## config.mk

```make
export PLATFORM = sky130hd
export DESIGN_NAME = pipelined_normalisation
export DESIGN_NICKNAME = d
export VERILOG_FILES = /design/src/rtl/norm_pkg.sv /design/src/rtl/norm_round_stage.sv /design/src/rtl/pipelined_normalisation.sv
export SDC_FILE = /design/constraint.sdc
export NUM_CORES = 1
export LEC_CHECK = 0
export ABC_AREA = 1
export CORE_MARGIN = 2
export CORE_UTILIZATION = 28
export CTS_CLUSTER_SIZE = 8
export DETAILED_ROUTE_END_ITERATION = 10
export HOLD_SLACK_MARGIN = 0.12
export PLACE_DENSITY = 0.48
export RECOVER_POWER = 50
export SLEW_MARGIN = 30
export SYNTH_ARGS = -nofsm -noshare
export SYNTH_HDL_FRONTEND = slang
export SYNTH_SLANG_ARGS = --single-unit
```

## constraint.sdc

```tcl
create_clock -name clk -period 3.4 [get_ports clk]
set_clock_uncertainty 0.2 [all_clocks]
set_input_delay 0.68 -clock clk [delete_from_list [all_inputs] [get_ports clk]]
set_output_delay 0.68 -clock clk [all_outputs]
set_load 0.03 [all_outputs]
```

## src/rtl/norm_pkg.sv

```systemverilog
// Shared constants for the pipelined normalisation block.
// Holds the roundMode encodings, the default mantissa width and the
// width of the exponent adjustment output.
package norm_pkg;

  localparam logic [1:0] RM_RNE = 2'd0;  // round to nearest, ties to even
  localparam logic [1:0] RM_RTZ = 2'd1;  // round toward zero
  localparam logic [1:0] RM_RUP = 2'd2;  // round toward +inf
  localparam logic [1:0] RM_RDN = 2'd3;  // round toward -inf

  localparam int MANT_W_DEFAULT = 24;
  localparam int EXP_INC_W      = 2;

endpackage

```

## src/rtl/norm_round_stage.sv

```systemverilog
// Combinational round-and-renormalise step.
// Adds the round-up bit to the aligned mantissa. A carry out of the
// mantissa means the value became a power of two, so the mantissa
// collapses to the hidden bit alone and the exponent moves up by one more.
module norm_round_stage
  import norm_pkg::*;
#(
  parameter int MANT_W = MANT_W_DEFAULT
) (
  input  logic [MANT_W-1:0]    mant,
  input  logic                 guard,
  input  logic                 sticky,
  input  logic                 baseInc,
  input  logic                 sign,
  input  logic [1:0]           roundMode,
  output logic [MANT_W-1:0]    roundedMant,
  output logic [EXP_INC_W-1:0] expInc
);

  // Round-up decision for each directed/nearest mode.
  function automatic logic roundUp(input logic [1:0] mode, input logic lsb,
                                   input logic g, input logic s, input logic sgn);
    logic up;
    case (mode)
      RM_RNE:  up = g & (s | lsb);
      RM_RTZ:  up = 1'b0;
      RM_RUP:  up = ~sgn & (g | s);
      default: up = sgn & (g | s);
    endcase
    return up;
  endfunction

  logic [MANT_W:0] sum;

  // Increment the mantissa and fold a carry back into the exponent.
  always_comb begin
    sum = {1'b0, mant} + {{MANT_W{1'b0}}, roundUp(roundMode, mant[0], guard, sticky, sign)};
    if (sum[MANT_W]) begin
      roundedMant = {1'b1, {(MANT_W-1){1'b0}}};
      expInc      = EXP_INC_W'(baseInc) + EXP_INC_W'(1);
    end else begin
      roundedMant = sum[MANT_W-1:0];
      expInc      = EXP_INC_W'(baseInc);
    end
  end

endmodule

```

## src/rtl/pipelined_normalisation.sv

```systemverilog
// Two-stage normaliser for a 2*MANT_W mantissa product.
// Stage 1 aligns the product on its leading bit and extracts guard and
// sticky; stage 2 rounds and renormalises. Valid/ready handshake on both
// sides, one result per cycle, with a back-pressure chain that lets a full
// pipeline advance in the same cycle the output drains.
// Optional build macro NORM_INEXACT_EN adds an 'inexact' output flag.
module pipelined_normalisation
  import norm_pkg::*;
#(
  parameter int MANT_W = MANT_W_DEFAULT,
  parameter int TAG_W  = 4
) (
  input  logic                   clk,
  input  logic                   rst_n,
  input  logic                   inValid,
  output logic                   inReady,
  input  logic [2*MANT_W-1:0]    multiplicationResult,
  input  logic                   sign,
  input  logic [1:0]             roundMode,
  input  logic [TAG_W-1:0]       inTag,
  output logic                   outValid,
  input  logic                   outReady,
  output logic [MANT_W-1:0]      normalisedResult,
  output logic [EXP_INC_W-1:0]   exponentInc,
  output logic [TAG_W-1:0]       outTag
`ifdef NORM_INEXACT_EN
  ,
  output logic                   inexact
`endif
);

  localparam int P = 2 * MANT_W;

  logic [MANT_W-1:0] alignMant;
  logic              alignGuard;
  logic              alignSticky;
  logic              alignInc;

  logic              vld_p1;
  logic [MANT_W-1:0] mant_p1;
  logic              guard_p1;
  logic              sticky_p1;
  logic              baseInc_p1;
  logic              sign_p1;
  logic [1:0]        mode_p1;
  logic [TAG_W-1:0]  tag_p1;

  logic                 vld_p2;
  logic [MANT_W-1:0]    result_p2;
  logic [EXP_INC_W-1:0] inc_p2;
  logic [TAG_W-1:0]     tag_p2;

  logic [MANT_W-1:0]    roundedMant;
  logic [EXP_INC_W-1:0] roundedInc;

  logic s1Ready;
  logic s2Ready;

  // A stage can take new data when empty or when its contents leave this cycle.
  assign s2Ready = ~vld_p2 | outReady;
  assign s1Ready = ~vld_p1 | s2Ready;
  assign inReady = s1Ready;

  // Align on the product's top bit: a set MSB means the product is in [2,4).
  always_comb begin
    if (multiplicationResult[P-1]) begin
      alignMant   = multiplicationResult[P-1:MANT_W];
      alignGuard  = multiplicationResult[MANT_W-1];
      alignSticky = |multiplicationResult[MANT_W-2:0];
      alignInc    = 1'b1;
    end else begin
      alignMant   = multiplicationResult[P-2:MANT_W-1];
      alignGuard  = multiplicationResult[MANT_W-2];
      alignSticky = |multiplicationResult[MANT_W-3:0];
      alignInc    = 1'b0;
    end
  end

  // ---- stage 1 boundary: aligned mantissa, GRS, mode and sign ----
  // Stage 1 occupancy.
  always_ff @(posedge clk) begin
    if (!rst_n)       vld_p1 <= 1'b0;
    else if (s1Ready) vld_p1 <= inValid;
  end

  // Stage 1 payload; mode and sign are captured with their product.
  always_ff @(posedge clk) begin
    if (inValid && s1Ready) begin
      mant_p1    <= alignMant;
      guard_p1   <= alignGuard;
      sticky_p1  <= alignSticky;
      baseInc_p1 <= alignInc;
      sign_p1    <= sign;
      mode_p1    <= roundMode;
      tag_p1     <= inTag;
    end
  end

  norm_round_stage #(.MANT_W(MANT_W)) uRound (
    .mant        (mant_p1),
    .guard       (guard_p1),
    .sticky      (sticky_p1),
    .baseInc     (baseInc_p1),
    .sign        (sign_p1),
    .roundMode   (mode_p1),
    .roundedMant (roundedMant),
    .expInc      (roundedInc)
  );

  // ---- stage 2 boundary: rounded result held until downstream accepts ----
  // Output register; payload only loads when the slot frees, so a stall holds it.
  always_ff @(posedge clk) begin
    if (!rst_n) begin
      vld_p2    <= 1'b0;
      result_p2 <= '0;
      inc_p2    <= '0;
      tag_p2    <= '0;
    end else begin
      if (s2Ready) vld_p2 <= vld_p1;
      if (vld_p1 && s2Ready) begin
        result_p2 <= roundedMant;
        inc_p2    <= roundedInc;
        tag_p2    <= tag_p1;
      end
    end
  end

`ifdef NORM_INEXACT_EN
  logic inexact_p2;

  // Inexact flag follows the same load/hold rule as the result.
  always_ff @(posedge clk) begin
    if (!rst_n)                 inexact_p2 <= 1'b0;
    else if (vld_p1 && s2Ready) inexact_p2 <= guard_p1 | sticky_p1;
  end

  assign inexact = inexact_p2;
`endif

  assign outValid         = vld_p2;
  assign normalisedResult = result_p2;
  assign exponentInc      = inc_p2;
  assign outTag           = tag_p2;

endmodule

```

==> results.md, run 1 <==
- WP data required: 2.52 ns
- Crit path time final: 2.900 ns
- Max-slew headroom: 25.00%
- Clk buf depth: 2
- Status: finished clean
- Post-CTS setup buffers: 0
- Syn Std Cell Area: 0.003346 mm^2
- # IOs: 91
- Leak: 1.888 nW
- DIE WIDTH: 113.3 um
- Max frequency: 344.9 MHz
- Post-synthesis mux area share: 0%
- Post-Synth Adder-Cell Area: 0.7479%
- Clock-pin slew on the worst setup and hold paths: 0.05 ns
- RSZ-0062 raised after global routing: no
- Die H: 113.3 um
- Crit-path leading delay family: buffers and inverters
- Post-synthesis compound-gate area fraction: 6.245%
- Syn_nets: 487
- Via Count: 2898
- Yosys top cell area share: 30.52%
- H-tree levels: 3
- Pre-antenna DRT Iters: 4
- Final Max Slew Viols: 0
- Most frequent cell after synthesis: nand2_1
- PnR Total Power: 2.188 mW
- DR WL/cell: 12.31 um
- Synthesis Warnings: 0
- Skew-Pair Late Insertion Delay: 0.33 ns
- Post-layout util: 40.98%
- Final period util: 85.28%
- Fin. Hold Viols: 0
- Worst IR Drop VDD: 0.2353 mV
- Final setup vio count: 0
- Critical path buffers and inverters: 3
- Mapped Avg Cell Area: 7.854 um^2
- Post-synth EDFFs: 34
- Critical-path cell list: dlygate4sd3_1 -> inv_1 -> nand3_1 -> clkdlybuf4s50_1
- # diodes: 0
- Critical Path Start Type: input pin
- Largest family of logic cells by synthesized area: simple AND/OR/NAND/NOR gates
- Cells after Synth: 426
- Vias per Instance: 4.338
- GRT overflow: 0
- Die area: 0.01284 mm^2
- Total Routing Usage GR: 13.32%
- Crit Path Category: input pin to output pin
- Nets: 581
- Core ar.: 0.01152 mm^2
- Pwr Density: 463.6 mW/mm^2
- Layout area overhead: 41.06%
- Sink Count: 66
- CTS root buf: clkbuf_16
- CTS tree: yes
- Vias in the first global route: 2805
- Final WL: 8220 um
- Metal2 WL: 3582 um
- Slowest stage cell, crit path: clkdlybuf4s50_1
- Critical path arrival: 2.02 ns
- GP Congestion: 0.8085
- Core Rows: 39
- Predominant post-synthesis flop cell: edfxtp_1
- Slowest stage delay, CP: 0.68 ns
- Routed length on met1: 4191 um
- Register area share after synthesis: 49.66%
- DR iter-0 viols: 87
- Worst slew pin tran: 1.125 ns
- Post-synth top cells: nand2_1, nor2_1, edfxtp_1
- Total of max-cap violations: 0
- Crit-path max FO: 3
- Post-route ant nets: 0
- Register bit count reported by yosys: 66
- Cts repair resizes: 0
- Drc violations: 0
- XOR/XNOR Fraction of Synth Area: 2.094%
- Post-synth top area cell: edfxtp_1
- DR top layer: met4
- Class of the worst hold path: flip-flop to flip-flop
- First-pass GRT wire length: 13440 um
- Top cells by area, synth: edfxtp_1, dfxtp_1, nand2_1
- Initial core utilization: 29.05%
- Port Buffers: 90
- Num CTS Buffers: 9
- Share of layout cells above drive strength 1: 11.05%
- DPL Wire Length: 6545 um
- Initial antenna violation count: 0
- Largest net degree at the start of global routing: 35
- Met3 wire length: 354 um
- Simple-Gate Fraction of Synth Area: 36.46%
- Number of hold buffers added after cts: 0
- CP endpoint kind: output pin
- Fraction of registers with async set/reset: 0%
- Synth cell types: 33
- Setup TNS: 0 ns
registers in the layout, summed over array words and instances, names as in the netlist:
signal,flops
exponentInc,2
guard_p1,1
sign_p1,1
tag_p1,4
outValid,1
vld_p1,1
normalisedResult,24
mode_p1,2
sticky_p1,1
mant_p1,24
baseInc_p1,1
outTag,4
layer usage:
metal | vias up | global-route usage [%]
met3 | 7 | 3.214
met2 | 67 | 20.80
met5 | - | 0
met1 | 1271 | 18.18
li1 | 1553 | -
met4 | 0 | 4.390
power by group:
part | internal [mW] | switching (mW)
registers | 0.894 | 0.0384
logic | 0.139 | 0.161
clock network | 0.630 | 0.325
worst min-delay path: stages, from the launching register on:
cell and delay [ns]:
dfxtp_1 0.30, nand2_1 0.06, a21oi_1 0.05
kinds of logic (layout without fill, tap and decap cells):
logic type                 after synthesis  count (layout)
DFF                                     66              66
xor gates and xnor gates                 8               8
and+or+nand+nor                        269             269
adders and majority gates                2               2
buffers and inverters                   42             141
AOI/OAI and AO/OA                       39              39
final timing paths:
path	from	endpoint	slack, ns	depth (start not counted)
setup / recovery	outReady	inReady	0.50	4
hold / removal	normalisedResult[22]	normalisedResult[22]	0.26	2
setup reg to reg	mode_p1[1]	normalisedResult[23]	1.11	13
hold reg to reg	normalisedResult[22]	normalisedResult[22]	0.26	2
placed cells by master (no fill, tap or decap), drive strengths merged:
cell type,n
or2,4
nor4,4
edfxtp,34
nand4,3
xnor2,2
clkbuf,14
o21bai,3
nor3,5
buf,2
o21ai,11
nor2,64
nor3b,1
nand2,169
inv,30
nand3b,1
bufinv,1
ha,2
clkdlybuf4s50,79
clkinv,4
o21a,1
dfxtp,32
a21oi,24
nand3,18
xor2,6
dlygate4sd3,11
stage by stage:
stage	setup slack, ns	instance area [um^2]	hold WS (ns)	instances
finish	0.5004	4720	0.2620	668
global route	0.4423	4720	0.2914	668
CTS	0.5643	4728	0.2664	668
detailed placement	0.5633	4412	0.2580	652
global placement	0.5574	4412	0.2553	652
floorplan	1.019	3346	0.2681	426
area by class of cell:
class | instances | area [um^2]
fillers | 1185 | 6797
clock inverters | 4 | 48.80
multi-input cells | 318 | 1521
inverters | 31 | 116.4
flip-flops and latches | 66 | 1662
well taps | 143 | 178.9
clock buffers | 12 | 267.8
repair buffers | 94 | 924.6
Note: power is estimated with default switching activity, not from simulation.
==> inputs of run 2 (changes only) <==
ABC_AREA = default   (was 1)
PLACE_DENSITY = 0.49   (was 0.48)
==> run 2 against run 1 <==
- first-iteration DRC count shrank 25%
- synthesized area down 11%
- via count is 21% lower
- hold slack got worse by 0.011 ns
- cell area is 11% lower
- largest power group is now registers
- flip-flop and latch count unchanged
- combinational power down 8.0%
- routed wire length shrank 19%
==> results.md, run 2 <==
- Net switching power: 0.4478 mW (was 0.5252 mW)
- H-tree levels: 3 (unchanged)
- Final period util: 91.62% (was 85.28%)
- Sink Count: 66 (unchanged)
- Fin. Hold Viols: 0 (unchanged)
- Worst slew pin tran: 1.450 ns (was 1.125 ns)
- Max-slew headroom: 3.360% (was 25.00%)
- DIE WIDTH: 107.2 um (was 113.3 um)
- Critical Path Start Type: input pin (unchanged)
- Syn_nets: 329 (was 487)
- Post-synth top cells: edfxtp_1, dfxtp_1, nand2_1 (was nand2_1, nor2_1, edfxtp_1)
- Clock share of power: 32.3% (was 43.7%)
- Synth cell types: 37 (was 33)
- Post-synth EDFFs: 34 (unchanged)
- Port Buffers: 90 (unchanged)
- Synthesis Warnings: 0 (unchanged)
- Top cells by area, synth: edfxtp_1, dfxtp_1, mux2_2 (was edfxtp_1, dfxtp_1, nand2_1)
- Worst IR Drop VDD: 0.2100 mV (was 0.2353 mV)
- Largest net degree at the start of global routing: 35 (unchanged)
- Number of hold buffers added after cts: 0 (unchanged)
- DR WL/cell: 13.25 um (was 12.31 um)
- Via Count: 2279 (was 2898)
- Cells after Synth: 268 (was 426)
- Leak: 1.415 nW (was 1.888 nW)
- GRT overflow: 0 (unchanged)
- Area of the multi-input gates: 0.001260 mm^2 (was 0.001521 mm^2)
- Max frequency: 321.0 MHz (was 344.9 MHz)
- Status: finished clean (unchanged)
- Die H: 107.2 um (was 113.3 um)
- Drc violations: 0 (unchanged)
- DPL Wire Length: 5082 um (was 6545 um)
- Final WL: 6691 um (was 8220 um)
- Sequential Area: 0.001662 mm^2 (unchanged)
- Skew-Pair Late Insertion Delay: 0.34 ns (was 0.33 ns)
- Most frequent cell after synthesis: edfxtp_1 (was nand2_1)
- Class of the worst hold path: flip-flop to flip-flop (unchanged)
- Filler Cell Count: 1038 (was 1185)
- Final setup vio count: 0 (unchanged)
- Layout area overhead: 41.63% (was 41.06%)
- Switching portion of total power: 25.09% (was 24.00%)
- Clk buf depth: 2 (unchanged)
- Initial core utilization: 28.88% (was 29.05%)
- Post-synth top area cell: edfxtp_1 (unchanged)
- Setup TNS: 0 ns (unchanged)
- Clock-pin slew on the worst setup and hold paths: 0.06 ns (was 0.05 ns)
- Post-layout util: 40.90% (was 40.98%)
- CTS root buf: clkbuf_8 (was clkbuf_16)
- Commonest non-fill, non-tap cells in the layout: clkdlybuf4s50_1, edfxtp_1, nand2_1, dfxtp_1, mux2_2 (was nand2_1, clkdlybuf4s50_1, nor2_1)
- Predominant post-synthesis flop cell: edfxtp_1 (unchanged)
- Fraction of registers with async set/reset: 0% (unchanged)
- Total placed instance area: 0.004056 mm^2 (was 0.004412 mm^2)
- Crit path time final: 3.115 ns (was 2.900 ns)
- Total of max-cap violations: 0 (unchanged)
- CP endpoint kind: output pin (unchanged)
- Core ar.: 0.01032 mm^2 (was 0.01152 mm^2)
- Commonest non-fill, non-tap cell in the layout: clkdlybuf4s50_1 (was nand2_1)
- Syn Std Cell Area: 0.002982 mm^2 (was 0.003346 mm^2)
- WP data required: 2.52 ns (about the same)
- Vias per Instance: 4.513 (was 4.338)
- Total Routing Usage GR: 12.09% (was 13.32%)
- Nets: 425 (was 581)
- DR iter-0 viols: 65 (was 87)
- Vias in the first global route: 2214 (was 2805)
- Share of layout cells above drive strength 1: 14.09% (was 11.05%)
- Pwr Density: 422.6 mW/mm^2 (was 463.6 mW/mm^2)
- Cts repair resizes: 0 (unchanged)
- Post-CTS setup buffers: 0 (unchanged)
- Design area: 0.004223 mm^2 (was 0.004720 mm^2)
- Final Max Slew Viols: 0 (unchanged)
- Crit-path max FO: 5 (was 3)
- First-pass GRT wire length: 10750 um (was 13440 um)
- Internal Power: 1.337 mW (was 1.663 mW)
- Register area share after synthesis: 55.73% (was 49.66%)
- Critical path arrival: 2.24 ns (was 2.02 ns)
- Crit Path Category: input pin to output pin (unchanged)
- # diodes: 0 (unchanged)
- # IOs: 91 (unchanged)
- CTS tree: yes (unchanged)
- Yosys top cell area share: 34.24% (was 30.52%)
- Pre-antenna DRT Iters: 4 (unchanged)
- Die area: 0.01149 mm^2 (was 0.01284 mm^2)
- Combinational Power Share: 15.5% (was 13.7%)
- Share of power burned in registers: 52.2% (was 42.6%)
- Num CTS Buffers: 9 (unchanged)
- Register bit count reported by yosys: 66 (unchanged)
- Mapped Avg Cell Area: 11.13 um^2 (was 7.854 um^2)
- RSZ-0062 raised after global routing: no (unchanged)
- GP Congestion: 0.7615 (was 0.8085)
- Core Rows: 37 (was 39)
- Initial antenna violation count: 0 (unchanged)
- Post-route ant nets: 0 (unchanged)
-- run 2: cells by family after synthesis --
group           after synthesis  synth area share (%)
compound gates               44                 8.477
fa+ha+maj                     2                0.8391
flops                        66                 55.73
simple gates                 93                 17.04
mux                          24                 9.064
buf+inv                      16                 2.099
xor+xnor                     23                 6.756
-- run 2: path summary, 6_finish.rpt --
check | depth (start not counted) | slack, ns | endpoint | from
worst max-delay path | 4 | 0.28 | inReady | outReady
worst min-delay path | 2 | 0.25 | normalisedResult[17] | normalisedResult[17]
worst max register to register | 10 | 0.65 | normalisedResult[19] | mode_p1[1]
worst min register to register | 2 | 0.25 | normalisedResult[17] | normalisedResult[17]
-- run 2: power groups by stage --
stage	sequential, mW	clock (mW)	combinational, mW
final	0.931	0.577	0.276
after global routing	0.937	0.640	0.301
after CTS	0.932	0.594	0.284
after detailed placement	0.949	0	0.282
after global placement	0.948	0	0.281
after floorplan	0.983	0	0.100
-- run 2: stage by stage --
stage	std cells	setup slack [ns]	total power, mW	hold WS, ns
6_report	505	0.2848	1.785	0.2508
4_1_cts	505	0.4117	1.810	0.2534
5_1_grt	505	0.1936	1.877	0.2791
3_5_place_dp	489	0.4255	1.232	0.2425
3_3_place_gp	489	0.4169	1.229	0.2393
2_1_floorplan	268	0.9140	1.083	0.2713
-- run 2: per-layer routing --
metal  track usage (%)  share of wire [%]  vias up
met5                 0                  0        -
met4             6.679                2.2        0
met3             2.371                4.8        8
met2             17.81                 44       61
met1             16.54                 49     1040
li1                  -                  -     1170
-- run 2: final cells by class --
cell class	instances	area share, %
flip-flops and latches	66	39.35
clock buffers	12	3.674
clock inverters	4	0.4148
repair buffers	96	22.25
multi-input cells	186	29.84
inverters	5	0.4444
well taps	136	4.030
-- run 2: worst max-delay path, stage by stage --
cell and delay (ns):
dlygate4sd3_1 0.53, nor2b_1 0.29, nand2_1 0.12, clkdlybuf4s50_1 0.61
